<file path="src/rtl/motoro3_ramp_ctrl.sv">
// Speed/direction sequencer for motoro3_top: ramps m3freq in fixed steps,
// forces a full ramp-down plus dead-time before a direction change, and
// drops the bridge on estop from any state.
module motoro3_ramp_ctrl #(
    parameter logic [9:0]  FREQ_MIN  = 10'd10,
    parameter logic [9:0]  FREQ_STEP = 10'd5,
    parameter logic [23:0] STEP_DIV  = 24'd1_000_000,
    parameter logic [23:0] DEAD_CYC  = 24'd5_000_000
) (
    input  logic       clk,
    input  logic       nRst,
    input  logic       cmdRun,
    input  logic       cmdRev,
    input  logic       estop,
    input  logic [9:0] targetFreq,
    output logic       m3start,
    output logic       m3invOrStop,
    output logic [9:0] m3freq,
    output logic       atSpeed,
    output logic       busy,
    output logic [2:0] state
);

    typedef enum logic [2:0] {
        StIdle = 3'd0,
        StRamp = 3'd1,
        StRun  = 3'd2,
        StDown = 3'd3,
        StDead = 3'd4
    } state_e;

    state_e      state_q, state_d;
    logic [23:0] presc_q, presc_d;
    logic [23:0] dead_q, dead_d;
    logic        start_q, start_d;
    logic        inv_q, inv_d;
    logic [9:0]  freq_q, freq_d;
    logic        at_q, at_d;
    logic        busy_q, busy_d;

    // 11-bit working copies so sums and differences never wrap
    logic [10:0] freq_w, step_w, min_w, tgt_w;
    logic [10:0] up_next, dn_next, ramp_next, down_next;
    logic [23:0] presc_inc;
    logic        step_fire, stop_req;

    assign freq_w    = {1'b0, freq_q};
    assign step_w    = {1'b0, FREQ_STEP};
    assign min_w     = {1'b0, FREQ_MIN};
    assign tgt_w     = ({1'b0, targetFreq} < min_w) ? min_w : {1'b0, targetFreq};
    assign up_next   = (freq_w + step_w >= tgt_w) ? tgt_w : freq_w + step_w;
    assign dn_next   = (freq_w >= tgt_w + step_w) ? freq_w - step_w : tgt_w;
    assign ramp_next = (freq_w < tgt_w) ? up_next : dn_next;
    assign down_next = (freq_w >= min_w + step_w) ? freq_w - step_w : min_w;
    assign step_fire = (presc_q == STEP_DIV - 24'd1);
    assign presc_inc = step_fire ? 24'd0 : presc_q + 24'd1;
    // Stop on run drop or on a direction request differing from the latched one
    assign stop_req  = !cmdRun || (cmdRev != inv_q);

    // Next-state and next-output logic; estop overrides everything last
    always_comb begin
        state_d = state_q;
        presc_d = presc_q;
        dead_d  = dead_q;
        start_d = start_q;
        inv_d   = inv_q;
        freq_d  = freq_q;
        case (state_q)
            StIdle: begin
                start_d = 1'b0;
                freq_d  = 10'd0;
                if (cmdRun && ({1'b0, targetFreq} >= min_w)) begin
                    start_d = 1'b1;
                    freq_d  = FREQ_MIN;
                    inv_d   = cmdRev;
                    presc_d = 24'd0;
                    state_d = StRamp;
                end
            end
            StRamp: begin
                if (stop_req) begin
                    presc_d = 24'd0;
                    state_d = StDown;
                end else if (freq_w == tgt_w) begin
                    state_d = StRun;
                end else begin
                    presc_d = presc_inc;
                    if (step_fire) begin
                        freq_d = ramp_next[9:0];
                        if (ramp_next == tgt_w) begin
                            state_d = StRun;
                        end
                    end
                end
            end
            StRun: begin
                if (stop_req) begin
                    presc_d = 24'd0;
                    state_d = StDown;
                end else if (tgt_w != freq_w) begin
                    presc_d = 24'd0;
                    state_d = StRamp;
                end
            end
            StDown: begin
                if (!stop_req) begin
                    presc_d = 24'd0;
                    state_d = StRamp;
                end else begin
                    presc_d = presc_inc;
                    if (step_fire) begin
                        if (freq_q == FREQ_MIN) begin
                            start_d = 1'b0;
                            freq_d  = 10'd0;
                            dead_d  = 24'd0;
                            state_d = StDead;
                        end else begin
                            freq_d = down_next[9:0];
                        end
                    end
                end
            end
            StDead: begin
                if (dead_q == DEAD_CYC - 24'd1) begin
                    dead_d  = 24'd0;
                    state_d = StIdle;
                end else begin
                    dead_d = dead_q + 24'd1;
                end
            end
            default: begin
                state_d = StIdle;
            end
        endcase
        if (estop) begin
            start_d = 1'b0;
            freq_d  = 10'd0;
            dead_d  = 24'd0;
            presc_d = 24'd0;
            state_d = StDead;
        end
        at_d   = (state_d == StRun);
        busy_d = (state_d != StIdle);
    end

    // State and registered outputs
    always_ff @(posedge clk or negedge nRst) begin
        if (!nRst) begin
            state_q <= StIdle;
            presc_q <= 24'd0;
            dead_q  <= 24'd0;
            start_q <= 1'b0;
            inv_q   <= 1'b0;
            freq_q  <= 10'd0;
            at_q    <= 1'b0;
            busy_q  <= 1'b0;
        end else begin
            state_q <= state_d;
            presc_q <= presc_d;
            dead_q  <= dead_d;
            start_q <= start_d;
            inv_q   <= inv_d;
            freq_q  <= freq_d;
            at_q    <= at_d;
            busy_q  <= busy_d;
        end
    end

    assign m3start     = start_q;
    assign m3invOrStop = inv_q;
    assign m3freq      = freq_q;
    assign atSpeed     = at_q;
    assign busy        = busy_q;
    assign state       = state_q;

endmodule

</file>
<file path="config.mk">
export PLATFORM = sky130hd
export DESIGN_NAME = motoro3_ramp_ctrl
export DESIGN_NICKNAME = d
export VERILOG_FILES = /design/src/rtl/motoro3_ramp_ctrl.sv
export SDC_FILE = /design/constraint.sdc
export NUM_CORES = 1
export LEC_CHECK = 0
export BUFFER_PORTS_ARGS = -buffer_cell sky130_fd_sc_hd__buf_2
export CAP_MARGIN = 20
export CORE_MARGIN = 2
export CORE_UTILIZATION = 59
export DETAILED_ROUTE_END_ITERATION = 10
export GPL_TIMING_DRIVEN = 0
export PLACE_DENSITY = 0.89
export SLEW_MARGIN = 20
export SYNTH_ARGS = -nofsm -noshare
export SYNTH_HDL_FRONTEND = slang
export SYNTH_SLANG_ARGS = --single-unit
</file>
<file path="constraint.sdc">
create_clock -name clk -period 6.5 [get_ports clk]
set_input_delay 0.975 -clock clk [delete_from_list [all_inputs] [get_ports clk]]
set_output_delay 0.975 -clock clk [all_outputs]
set_load 0.01 [all_outputs]
</file>
==> flow_metrics.tcl <==
set metrics [dict create \
    port_buffers 28 \
    crit_fanout 8 \
    end_kind "register" \
    cp_cell_sequence "buf_2 > nor4_2 > nand3_1 > nand2_1 > inv_2 > ha_1 > o21a_1 > nand3_1 > xnor2_1 > ha_1 > a21o_1 > a2111oi_0 > inv_1 > o21a_1 > nand2b_1 > a221oi_2 > nand4_1 > and3_4 > or3b_1" \
    first_pass_iters 7 \
    rows 34 \
    ff2ff_path_depth 14 \
    cp.depth 19 \
    timing_max_transition_violations_final 0 \
    clk_latency_ns 0.35 \
    syn-instance-count 692 \
    mostFrequentLayoutCells "nand2_1 (88), dfrtp_1 (65), o21ai_0 (58)" \
    core-area_sq_mm 0.00881 \
    status "finished clean" \
    areaGrowthSynthToFinish_pct 9.61 \
    ctsResizeCount 0 \
    gr-usage-met1 0.428 \
    die_x_um 99.8 \
    dieArea_sq_mm 0.00996 \
    ctsHoldBuffers 0 \
    required_ns 6.72 \
    numCtsBuffers 9 \
    async_flop_share 1.00 \
    num-fill-cells 725 \
    post-route-min-period_ns 5.15 \
    overflow 0 \
    dpl.hpwl_um 11100 \
    fin_worst_skew_ns 0.00829 \
    hold_path_class "register to register" \
    slew_headroom 0.462 \
    period_share 0.793 \
    clock-sinks 65 \
    critPathKind "input port to register" \
    grt_start_max_net_pins 66 \
    layout_commonest_cell "nand2_1" \
    cp_slowest_stage_delay_ns 0.47 \
    clockRootBuffer "clkbuf_8" \
    die_h_um 99.8 \
    antenna_left 0 \
    tightest_slew_ns 0.807 \
    start_util 0.615 \
    cap_violations 0 \
    totalNegativeSetupSlack_ns 0 \
    netlist_area_sq_mm 0.00542 \
    grt_setup_unrepaired "false" \
    dpl.cell_count 828 \
    critPathArrivalTime_ns 5.38 \
    synth_edf_count 0 \
    wire_per_inst_um 17.4 \
    cts_max_level 3 \
    diodes 0 \
    place.gp.congestion 1.03 \
    fmax_ghz 0.194 \
    cpLargestDelayFamily "simple AND/OR/NAND/NOR gates" \
    antenna_found_initial 0 \
    cp_num_buf_inv 3 \
    yosys_warnings 0 \
    crit_slowest_cell "a2111oi_0" \
    pin_count 32 \
    grt_pass1_vias 5207 \
    start_kind "input port" \
    vias_per_cell 6.51 \
    synth_cell_type_count 70 \
    holdPathStages 1 \
    top_usage_layer "met2" \
    avgSynthCellArea_sq_um 7.83 \
    postCtsSetupRepairBufs 0 \
    leakagePower_nw 2.66 \
    cts.clk_slew.worst_paths_ns 0.07 \
    routed_wl_um 14700 \
    use_met3 0.0585 \
    drt-initial-drc-count 506 \
    cts_tree "yes" \
    hold_violations 0 \
    ys.flop_type "dfrtp_1" \
    setup_viol 0 \
    nNetsFinal 781 \
    powerDensity_mw_per_mm2 153 \
    ir_worst_vdd_v 0.000138 \
    drc 0 \
    grtUsageMet2 0.501 \
    clockBufferDepth 2 \
    final_cell_count_no_fill 844 \
    grt_pass1_wl_um 25100 \
    yosys_register_bits 65 \
    yosysSeqAreaShare 0.300 \
    grt_use_total 0.314 \
    num_vias 5496 \
    drive_gt1_frac 0.0924 \
    syn-num-nets 742 \
]
-- Yosys cell counts, types with 3 or more instances --
library cell / count / share of area
o211a_1: 4 / 0.0074
a21oi_1: 43 / 0.040
o21ai_0: 58 / 0.054
clkbuf_1: 26 / 0.018
a211o_1: 4 / 0.0065
o221ai_1: 3 / 0.0049
nor2_1: 53 / 0.037
a21o_1: 6 / 0.0083
o21ai_1: 27 / 0.025
nor4b_1: 3 / 0.0049
or4b_1: 3 / 0.0055
and4_1: 3 / 0.0049
buf_2: 6 / 0.0055
or2_2: 3 / 0.0035
nand4_1: 13 / 0.015
o21a_1: 6 / 0.0083
a221oi_2: 3 / 0.0083
nor3_1: 24 / 0.022
or3_1: 4 / 0.0046
nand2_1: 88 / 0.061
nor4_1: 3 / 0.0035
nand2b_1: 4 / 0.0046
o31ai_1: 8 / 0.011
xnor2_1: 29 / 0.047
o211ai_1: 5 / 0.0069
o2111ai_1: 3 / 0.0049
ha_1: 35 / 0.081
inv_1: 23 / 0.016
nand3_1: 33 / 0.030
nor2b_1: 7 / 0.0081
dfrtp_1: 65 / 0.30
and3_1: 18 / 0.021
xor2_1: 18 / 0.029
a31oi_1: 9 / 0.010
and2_1: 9 / 0.010
-- registers in the layout, summed over array words and instances, names as in the netlist --
signal / count
m3invOrStop: 1
state: 3
presc_q: 24
busy: 1
dead_q: 24
m3freq: 10
m3start: 1
atSpeed: 1
-- final timing paths --
check / slack, ns / to / start
max in group asynchronous: 5.25 / dead_q[12] / nRst
min in group asynchronous: 0.70 / presc_q[11] / nRst
worst min-delay path: 0.49 / dead_q[14] / dead_q[14]
worst min register to register: 0.49 / dead_q[14] / dead_q[14]
worst max register to register: 2.22 / busy / m3freq[2]
worst max-delay path: 1.35 / busy / targetFreq[8]
-- cell families (layout without fill, tap and decap cells) --
kind of cell | after synthesis | in the layout | share of synthesized area
AND/OR/NAND/NOR | 284 | 284 | 0.265
AO/OA/AOI/OAI | 201 | 201 | 0.231
flip-flops | 65 | 65 | 0.300
buffers and inverters | 58 | 102 | 0.0430
XOR/XNOR | 47 | 47 | 0.0760
adder cells (fa/ha/maj) | 35 | 35 | 0.0809
multiplexers | 2 | 2 | 0.00393
-- final cells by class --
type	instances	area, sq um	share of cell area
Clock inverter	6	105	0.0177
Buffer	33	139	0.0234
Clock buffer	10	138	0.0232
Multi-Input combinational cell	569	3560	0.599
Timing Repair Buffer	28	143	0.0240
Tap cell	108	135	0.0228
Inverter	25	93.8	0.0158
Sequential cell	65	1630	0.274
-- per-stage QoR --
step	setup WS, ns	area, sq um	hold slack, ns	utilization	total power (W)
global placement	1.17	5690	0.468	0.646	0.000495
detailed placement	1.08	5690	0.474	0.646	0.000500
floorplan	1.91	5420	0.444	-	0.000468
CTS	1.44	5940	0.483	0.674	0.000914
global route	1.11	5940	0.510	0.674	0.000945
finish	1.35	5940	0.486	0.674	0.000911
-- where the power goes --
| group | leakage [nW] | total (W) | switching (W) | internal (W) |
|---|---|---|---|---|
| Clock | 0.126 | 0.000417 | 0.000154 | 0.000263 |
| Combinational | 1.64 | 0.0000846 | 0.0000563 | 0.0000283 |
| Sequential | 0.895 | 0.000409 | 0.00000195 | 0.000407 |
-- per-layer routing --
| layer | wire length [um] | part of all wire | up-vias |
|---|---|---|---|
| met1 | 6380 | 0.43 | 2605 |
| met3 | 1020 | 0.069 | 42 |
| li1 | - | - | 2604 |
| met5 | 0 | 0 | - |
| met4 | 444 | 0.030 | 0 |
| met2 | 6880 | 0.47 | 245 |
-- worst register-to-register path, delay by kind of cell (launching register included) --
kind | cells | cell delay, ns
AO/OA/AOI/OAI | 5 | 1.78
AND/OR/NAND/NOR | 6 | 1.08
flip-flops | 1 | 0.53
adder cells (fa/ha/maj) | 1 | 0.39
XOR/XNOR | 1 | 0.20
buffers and inverters | 1 | 0.19
No activity file was read; power rests on OpenSTA's default activity.
